File: src/rtl/spi_pkg.sv
// Shared definitions for the SPI target endpoint: FSM states, SPI mode encodings
// and the edge-selection helper used by the top.
package spi_pkg;

  typedef enum logic [1:0] {
    ST_IDLE   = 2'd0,
    ST_LOAD   = 2'd1,
    ST_ACTIVE = 2'd2
  } spi_state_t;

  // {CPOL, CPHA}
  localparam logic [1:0] SPI_MODE0 = 2'b00;
  localparam logic [1:0] SPI_MODE1 = 2'b01;
  localparam logic [1:0] SPI_MODE2 = 2'b10;
  localparam logic [1:0] SPI_MODE3 = 2'b11;

  localparam int BITS_PER_BYTE = 8;

  function automatic logic edge_sel(input logic sel, input logic when_set, input logic when_clr);
    return sel ? when_set : when_clr;
  endfunction

endpackage

File: src/rtl/spi_target_if_if.sv
// Pin-level SPI bus between an external master and the target endpoint.
interface spi_target_if_if;
  logic cs;
  logic sclk;
  logic mosi;
  logic miso;
  logic miso_oe;

  modport master (output cs, output sclk, output mosi, input miso, input miso_oe);
  modport slave  (input cs, input sclk, input mosi, output miso, output miso_oe);
endinterface

File: src/rtl/spi_in_sync.sv
// Multi-stage synchroniser for one asynchronous SPI pin, with a history flop
// providing single-cycle rise/fall strobes in the sys_clk domain.
module spi_in_sync
  import spi_pkg::*;
#(
  parameter int   STAGES  = 2,
  parameter logic RST_VAL = 1'b0
) (
  input  logic sys_clk,
  input  logic sys_rst_n,
  input  logic din,
  output logic dout,
  output logic rise,
  output logic fall
);

  logic [STAGES-1:0] chain;
  logic              prev;

  always_ff @(posedge sys_clk or negedge sys_rst_n) begin
    if (!sys_rst_n) begin
      chain <= {STAGES{RST_VAL}};
      prev  <= RST_VAL;
    end else begin
      chain <= {chain[STAGES-2:0], din};
      prev  <= chain[STAGES-1];
    end
  end

  assign dout = chain[STAGES-1];
  assign rise = dout & ~prev;
  assign fall = ~dout & prev;

endmodule

File: src/rtl/spi_target_if.sv
// SPI target endpoint: oversamples cs/sclk/mosi on sys_clk and runs full-duplex
// 8-bit MSB-first frames, back-to-back within one cs-low window.
//
// state     | meaning
// ST_IDLE   | cs high, miso tri-stated, waiting for cs fall
// ST_LOAD   | one cycle: capture tx_data, pulse tx_req, enable miso
// ST_ACTIVE | shifting bits on synced sclk edges until cs rises
module spi_target_if
  import spi_pkg::*;
#(
  parameter bit CPOL        = 1'b1,
  parameter bit CPHA        = 1'b1,
  parameter int SYNC_STAGES = 2
) (
  input  logic        sys_clk,
  input  logic        sys_rst_n,
  spi_target_if_if.slave bus,
  input  logic [7:0]  tx_data,
  output logic        tx_req,
  output logic [7:0]  rx_data,
  output logic        rx_valid,
  output logic        busy,
  output logic        frame_err
);

  logic cs_s, cs_rise, cs_fall;
  logic sclk_s, sclk_rise, sclk_fall;
  logic mosi_s, mosi_rise, mosi_fall;
  logic unused_sync;

  spi_in_sync #(.STAGES(SYNC_STAGES), .RST_VAL(1'b1)) u_sync_cs (
    .sys_clk   (sys_clk),
    .sys_rst_n (sys_rst_n),
    .din       (bus.cs),
    .dout      (cs_s),
    .rise      (cs_rise),
    .fall      (cs_fall)
  );

  spi_in_sync #(.STAGES(SYNC_STAGES), .RST_VAL(CPOL)) u_sync_sclk (
    .sys_clk   (sys_clk),
    .sys_rst_n (sys_rst_n),
    .din       (bus.sclk),
    .dout      (sclk_s),
    .rise      (sclk_rise),
    .fall      (sclk_fall)
  );

  spi_in_sync #(.STAGES(SYNC_STAGES), .RST_VAL(1'b0)) u_sync_mosi (
    .sys_clk   (sys_clk),
    .sys_rst_n (sys_rst_n),
    .din       (bus.mosi),
    .dout      (mosi_s),
    .rise      (mosi_rise),
    .fall      (mosi_fall)
  );

  assign unused_sync = &{1'b0, sclk_s, mosi_rise, mosi_fall};

  logic sclk_lead, sclk_trail, sample_edge, shift_edge;

  assign sclk_lead   = edge_sel(CPOL, sclk_fall, sclk_rise);
  assign sclk_trail  = edge_sel(CPOL, sclk_rise, sclk_fall);
  assign sample_edge = edge_sel(CPHA, sclk_trail, sclk_lead);
  assign shift_edge  = edge_sel(CPHA, sclk_lead, sclk_trail);

  spi_state_t state;
  logic [2:0] bit_cnt;
  logic [7:0] tx_shift;
  logic [7:0] rx_shift;
  logic       oe_q;

  always_ff @(posedge sys_clk or negedge sys_rst_n) begin
    if (!sys_rst_n) begin
      state     <= ST_IDLE;
      bit_cnt   <= 3'd0;
      tx_shift  <= 8'h00;
      rx_shift  <= 8'h00;
      rx_data   <= 8'h00;
      rx_valid  <= 1'b0;
      tx_req    <= 1'b0;
      oe_q      <= 1'b0;
      frame_err <= 1'b0;
    end else begin
      tx_req   <= 1'b0;
      rx_valid <= 1'b0;
      if (cs_rise) begin
        // cs rise overrides any coincident sclk edge; a partial byte is dropped
        state   <= ST_IDLE;
        oe_q    <= 1'b0;
        bit_cnt <= 3'd0;
        if (bit_cnt != 3'd0) frame_err <= 1'b1;
      end else begin
        case (state)
          ST_IDLE: begin
            oe_q    <= 1'b0;
            bit_cnt <= 3'd0;
            if (cs_fall) begin
              state     <= ST_LOAD;
              frame_err <= 1'b0;
            end
          end
          ST_LOAD: begin
            tx_shift <= tx_data;
            tx_req   <= 1'b1;
            oe_q     <= 1'b1;
            rx_shift <= 8'h00;
            state    <= ST_ACTIVE;
          end
          ST_ACTIVE: begin
            if (sample_edge) begin
              rx_shift <= {rx_shift[6:0], mosi_s};
              bit_cnt  <= bit_cnt + 3'd1;
              if (bit_cnt == 3'd7) begin
                rx_data  <= {rx_shift[6:0], mosi_s};
                rx_valid <= 1'b1;
                tx_shift <= tx_data;
                tx_req   <= 1'b1;
              end
            end
            // with bit_cnt==0 the MSB of a freshly loaded byte is already on miso
            if (shift_edge && bit_cnt != 3'd0) begin
              tx_shift <= {tx_shift[6:0], 1'b0};
            end
          end
          default: state <= ST_IDLE;
        endcase
      end
    end
  end

  assign bus.miso    = oe_q & tx_shift[7];
  assign bus.miso_oe = oe_q;
  assign busy        = ~cs_s;

endmodule

File: src/flat_wrapper.sv
// flat-port wrapper written by rule: the top's interface ports become plain ports
module spi_target_if_flat import spi_pkg::*;
#(
  parameter bit CPOL        = 1'b1,
  parameter bit CPHA        = 1'b1,
  parameter int SYNC_STAGES = 2
)
  (sys_clk, sys_rst_n, tx_data, tx_req, rx_data, rx_valid, busy, frame_err, bus_cs, bus_sclk, bus_mosi, bus_miso, bus_miso_oe);
  spi_target_if_if bus_i ();
  input  logic sys_clk;
  input  logic sys_rst_n;
  input  logic [7:0] tx_data;
  output logic tx_req;
  output logic [7:0] rx_data;
  output logic rx_valid;
  output logic busy;
  output logic frame_err;
  input wire logic [$bits(bus_i.cs)-1:0] bus_cs;
  input wire logic [$bits(bus_i.sclk)-1:0] bus_sclk;
  input wire logic [$bits(bus_i.mosi)-1:0] bus_mosi;
  output wire logic [$bits(bus_i.miso)-1:0] bus_miso;
  output wire logic [$bits(bus_i.miso_oe)-1:0] bus_miso_oe;
  assign bus_i.cs = bus_cs;
  assign bus_i.sclk = bus_sclk;
  assign bus_i.mosi = bus_mosi;
  assign bus_miso = bus_i.miso;
  assign bus_miso_oe = bus_i.miso_oe;
  spi_target_if #(.CPOL(CPOL), .CPHA(CPHA), .SYNC_STAGES(SYNC_STAGES)) u_core (.sys_clk(sys_clk), .sys_rst_n(sys_rst_n), .bus(bus_i), .tx_data(tx_data), .tx_req(tx_req), .rx_data(rx_data), .rx_valid(rx_valid), .busy(busy), .frame_err(frame_err));
endmodule
File: config.mk
export PLATFORM = sky130hd
export DESIGN_NAME = spi_target_if_flat
export DESIGN_NICKNAME = d
export VERILOG_FILES = /design/src/rtl/spi_pkg.sv /design/src/rtl/spi_target_if_if.sv /design/src/rtl/spi_in_sync.sv /design/src/rtl/spi_target_if.sv /design/src/flat_wrapper.sv
export SDC_FILE = /design/constraint.sdc
export NUM_CORES = 1
export LEC_CHECK = 0
export ABC_AREA = 0
export BUFFER_PORTS_ARGS = -buffer_cell sky130_fd_sc_hd__buf_2
export CAP_MARGIN = 20
export CORE_ASPECT_RATIO = 0.5
export CORE_MARGIN = 3
export CORE_UTILIZATION = 45
export DETAILED_ROUTE_END_ITERATION = 12
export PLACE_DENSITY = 0.79
export SLEW_MARGIN = 20
export SYNTH_ARGS = -nofsm -noshare
export SYNTH_HDL_FRONTEND = slang
export SYNTH_SLANG_ARGS = --single-unit
File: constraint.sdc
create_clock -name sys_clk -period 1.7 [get_ports sys_clk]
set_clock_uncertainty 0.1 [all_clocks]
set_input_delay 0.17 -clock sys_clk [delete_from_list [all_inputs] [get_ports sys_clk]]
set_output_delay 0.17 -clock sys_clk [all_outputs]
set_load 0.005 [all_outputs]
==> flow_summary.json <==
{
  "fp.dieW_um": 94.5,
  "netlist_area_mm2": 0.00176,
  "power_leakage_nw": 1.14,
  "yosysMostFrequentCell": "dfrtp_1",
  "num_antenna_cells": 0,
  "arrival_ns": 1.81,
  "p_per_area_mw_per_mm2": 1270,
  "ir_drop_mv": 0.637,
  "swShare_pct": 30.6,
  "clk_pin_slew_ns": 0.08,
  "setup_ws_ns": -0.0320,
  "grt_max_degree": 41,
  "pwr-share-seq_pct": 41.8,
  "cts-buffers-inserted": 5,
  "cts_tree": "done",
  "power_frac_comb_pct": 32.1,
  "syn2layout_area_growth_pct": 31.3,
  "pin_count": 27,
  "root_buffer": "clkbuf_8",
  "drive_above_1_share_pct": 50.5,
  "numPortBuffers": 26,
  "critical_path.max_fanout": 8,
  "viasPerCell": 4.93,
  "cts_num_sinks": 40,
  "fmax_mhz": 577,
  "stdcell_count": 247,
  "clock_latency_ns": 0.29,
  "cts-htree-levels": 2,
  "hpwl_um": 2270,
  "status": "finished, violations left",
  "grt_antenna_before_repair": 0,
  "drc_errors": 0,
  "postSynthCellCount": 140,
  "yosysSeqAreaShare_pct": 57.2,
  "yosysWarnings": 0,
  "hold_viol": 0,
  "start_kind": "flip-flop",
  "yosysTopAreaCell": "dfrtp_1",
  "drt_pass1_iterations": 4,
  "antenna_left": 0,
  "critPathKind": "flip-flop to flip-flop",
  "nNetsFinal": 214,
  "design.core.area_mm2": 0.00358,
  "synth_cell_types": 28,
  "die_area_mm2": 0.00475,
  "grt_overflow": 0,
  "netlist_top_cells_count": "dfrtp_1 (34), nand2_1 (18), mux2_2 (15)",
  "p_switching_mw": 0.900,
  "first_iter_violations": 37,
  "max_cap_viol_count": 0,
  "grt_pass1_vias": 1242,
  "ys_ff_latch": 40,
  "violations": "negative setup slack",
  "dp_slack_ns": -0.164,
  "grt_pass1_wl_um": 5640,
  "die_h_um": 50.3,
  "required_ns": 1.78,
  "rsz0062_at_grt": "yes",
  "worstHoldPathType": "input pin to flip-flop",
  "setup_viol": 7,
  "syn-mean-instance-area_um2": 12.6,
  "yosys.area.top_type_share_pct": 48.3,
  "slew_headroom_pct": 67.4,
  "p_int_mw": 2.04,
  "clk_path_buf_depth": 2,
  "routed_wl_um": 3530,
  "syn_nets": 159,
  "synth_area_leaders": "dfrtp_1 (48%), mux2_2 (9.6%), dfstp_2 (8.9%)",
  "vias": 1217,
  "finalMaxSlewViolations": 0,
  "gp_congestion": 0.847,
  "clockPowerShare_pct": 26.1,
  "synth-edff-count": 0,
  "period_share_pct": 102,
  "dp.cells": 223,
  "tightest_slew_ns": 0.489,
  "row_count": 15,
  "grt_usage_pct": 15.9,
  "cp-end-kind": "flip-flop",
  "finalCriticalPeriod_ns": 1.73,
  "async_reset_ff_share_pct": 100,
  "ys.flop_type": "dfrtp_1",
  "wl_per_cell_um": 14.3,
  "initial_core_util_pct": 49.2
}
worst paths after layout:
kind | to | slack [ns] | start | depth (start not counted)
worst max-delay path | u_core.tx_shift[1] | -0.03 | u_core.bit_cnt[0] | 6
worst min-delay path | u_core.tx_shift[0] | 0.01 | tx_data[0] | 3
worst max register to register | u_core.tx_shift[1] | -0.03 | u_core.bit_cnt[0] | 6
worst min register to register | u_core.u_sync_mosi.chain[1] | 0.25 | u_core.u_sync_mosi.chain[0] | 0
max in group asynchronous | u_core.u_sync_sclk.chain[0] | 0.78 | sys_rst_n | 3
min in group asynchronous | u_core.rx_data[3] | 0.34 | sys_rst_n | 3
per-stage QoR:
stage | area (µm²) | power (mW) | setup TNS, ns | util [%] | hold slack, ns
after floorplan | 1760 | 1.77 | 0 | - | -0.226
after global placement | 2000 | 1.97 | -0.641 | 55.8 | 0.142
after detailed placement | 2000 | 2.02 | -1.45 | 55.8 | 0.147
after CTS | 2250 | 2.90 | -0.322 | 62.9 | 0.00186
after global routing | 2310 | 3.12 | -0.650 | 64.6 | -0.00337
final | 2310 | 2.94 | -0.112 | 64.6 | 0.00974
flip-flops by register name, summed over array words and instances, names as in the netlist:
name,count
u_core.bit_cnt,3
u_core.bus.miso_oe,1
u_core.frame_err,1
u_core.rx_data,8
u_core.rx_shift,7
u_core.rx_valid,1
u_core.state,2
u_core.tx_req,1
u_core.tx_shift,8
u_core.u_sync_cs.chain,2
u_core.u_sync_cs.prev,1
u_core.u_sync_mosi.chain,2
u_core.u_sync_sclk.chain,2
u_core.u_sync_sclk.prev,1
cell families after synthesis:
| logic type | after synthesis | share of synthesized area, % |
|---|---|---|
| fa+ha+maj | 6 | 4.26 |
| mux | 25 | 17.5 |
| simple gates | 37 | 10.9 |
| compound gates | 20 | 6.60 |
| flops | 40 | 57.2 |
| buf+inv | 12 | 3.55 |
what timing repair did:
item | in CTS | in global routing
gates resized for setup | 7 | 10
hold endpoints to repair | 37 | 0
setup endpoints to repair | 17 | 22
hold buffers | 4 | 0
pin swaps | 3 | 2
cloned | 0 | 1
buffers inserted | 9 | 2
cell usage in the layout (no fill, tap or decap), types with 2 or more instances in the layout:
cell type / instances
dfrtp_1: 34
buf_4: 21
clkbuf_8: 5
ha_1: 3
mux2_2: 13
buf_2: 26
ha_4: 2
o21ai_0: 9
and3_4: 2
inv_1: 5
mux2_4: 10
mux2i_1: 2
inv_2: 3
a21oi_1: 5
dfstp_2: 6
nand2_1: 18
nor2_1: 8
dlygate4sd3_1: 4
a22oi_1: 2
area by class of cell:
type,count,area (µm²)
clock buffer,5,68.8
clock inverter,3,42.5
fill,263,1270
inverter,8,30.0
multi-input combinational,89,773
sequential,40,1010
tap,51,63.8
timing repair buffer,51,328
layer usage:
| layer | global-route usage [%] | up-vias | wire [µm] | share of wire [%] |
|---|---|---|---|---|
| met4 | 5.74 | 0 | 51 | 1.4 |
| met1 | 18.2 | 602 | 1610 | 45 |
| met3 | 5.69 | 7 | 145 | 4.1 |
| met2 | 27.7 | 21 | 1730 | 49 |
| li1 | - | 587 | - | - |
| met5 | 0 | - | 0 | 0 |
worst max-delay path, stage by stage (launching register included):
cell and delay, ns:
dfrtp_1 0.40, inv_2 0.08, ha_4 0.17, nand2b_4 0.09, nand4b_4 0.18, mux2_4 0.34, mux2_2 0.26
power by group through the flow:
stage,Sequential (mW),Combinational [mW],Clock [mW]
3_3_place_gp,1.23,0.743,0
2_1_floorplan,1.21,0.558,0
5_1_grt,1.26,1.03,0.834
6_report,1.23,0.945,0.770
4_1_cts,1.23,0.887,0.783
3_5_place_dp,1.23,0.785,0
Power figures use the tool's default switching activity.
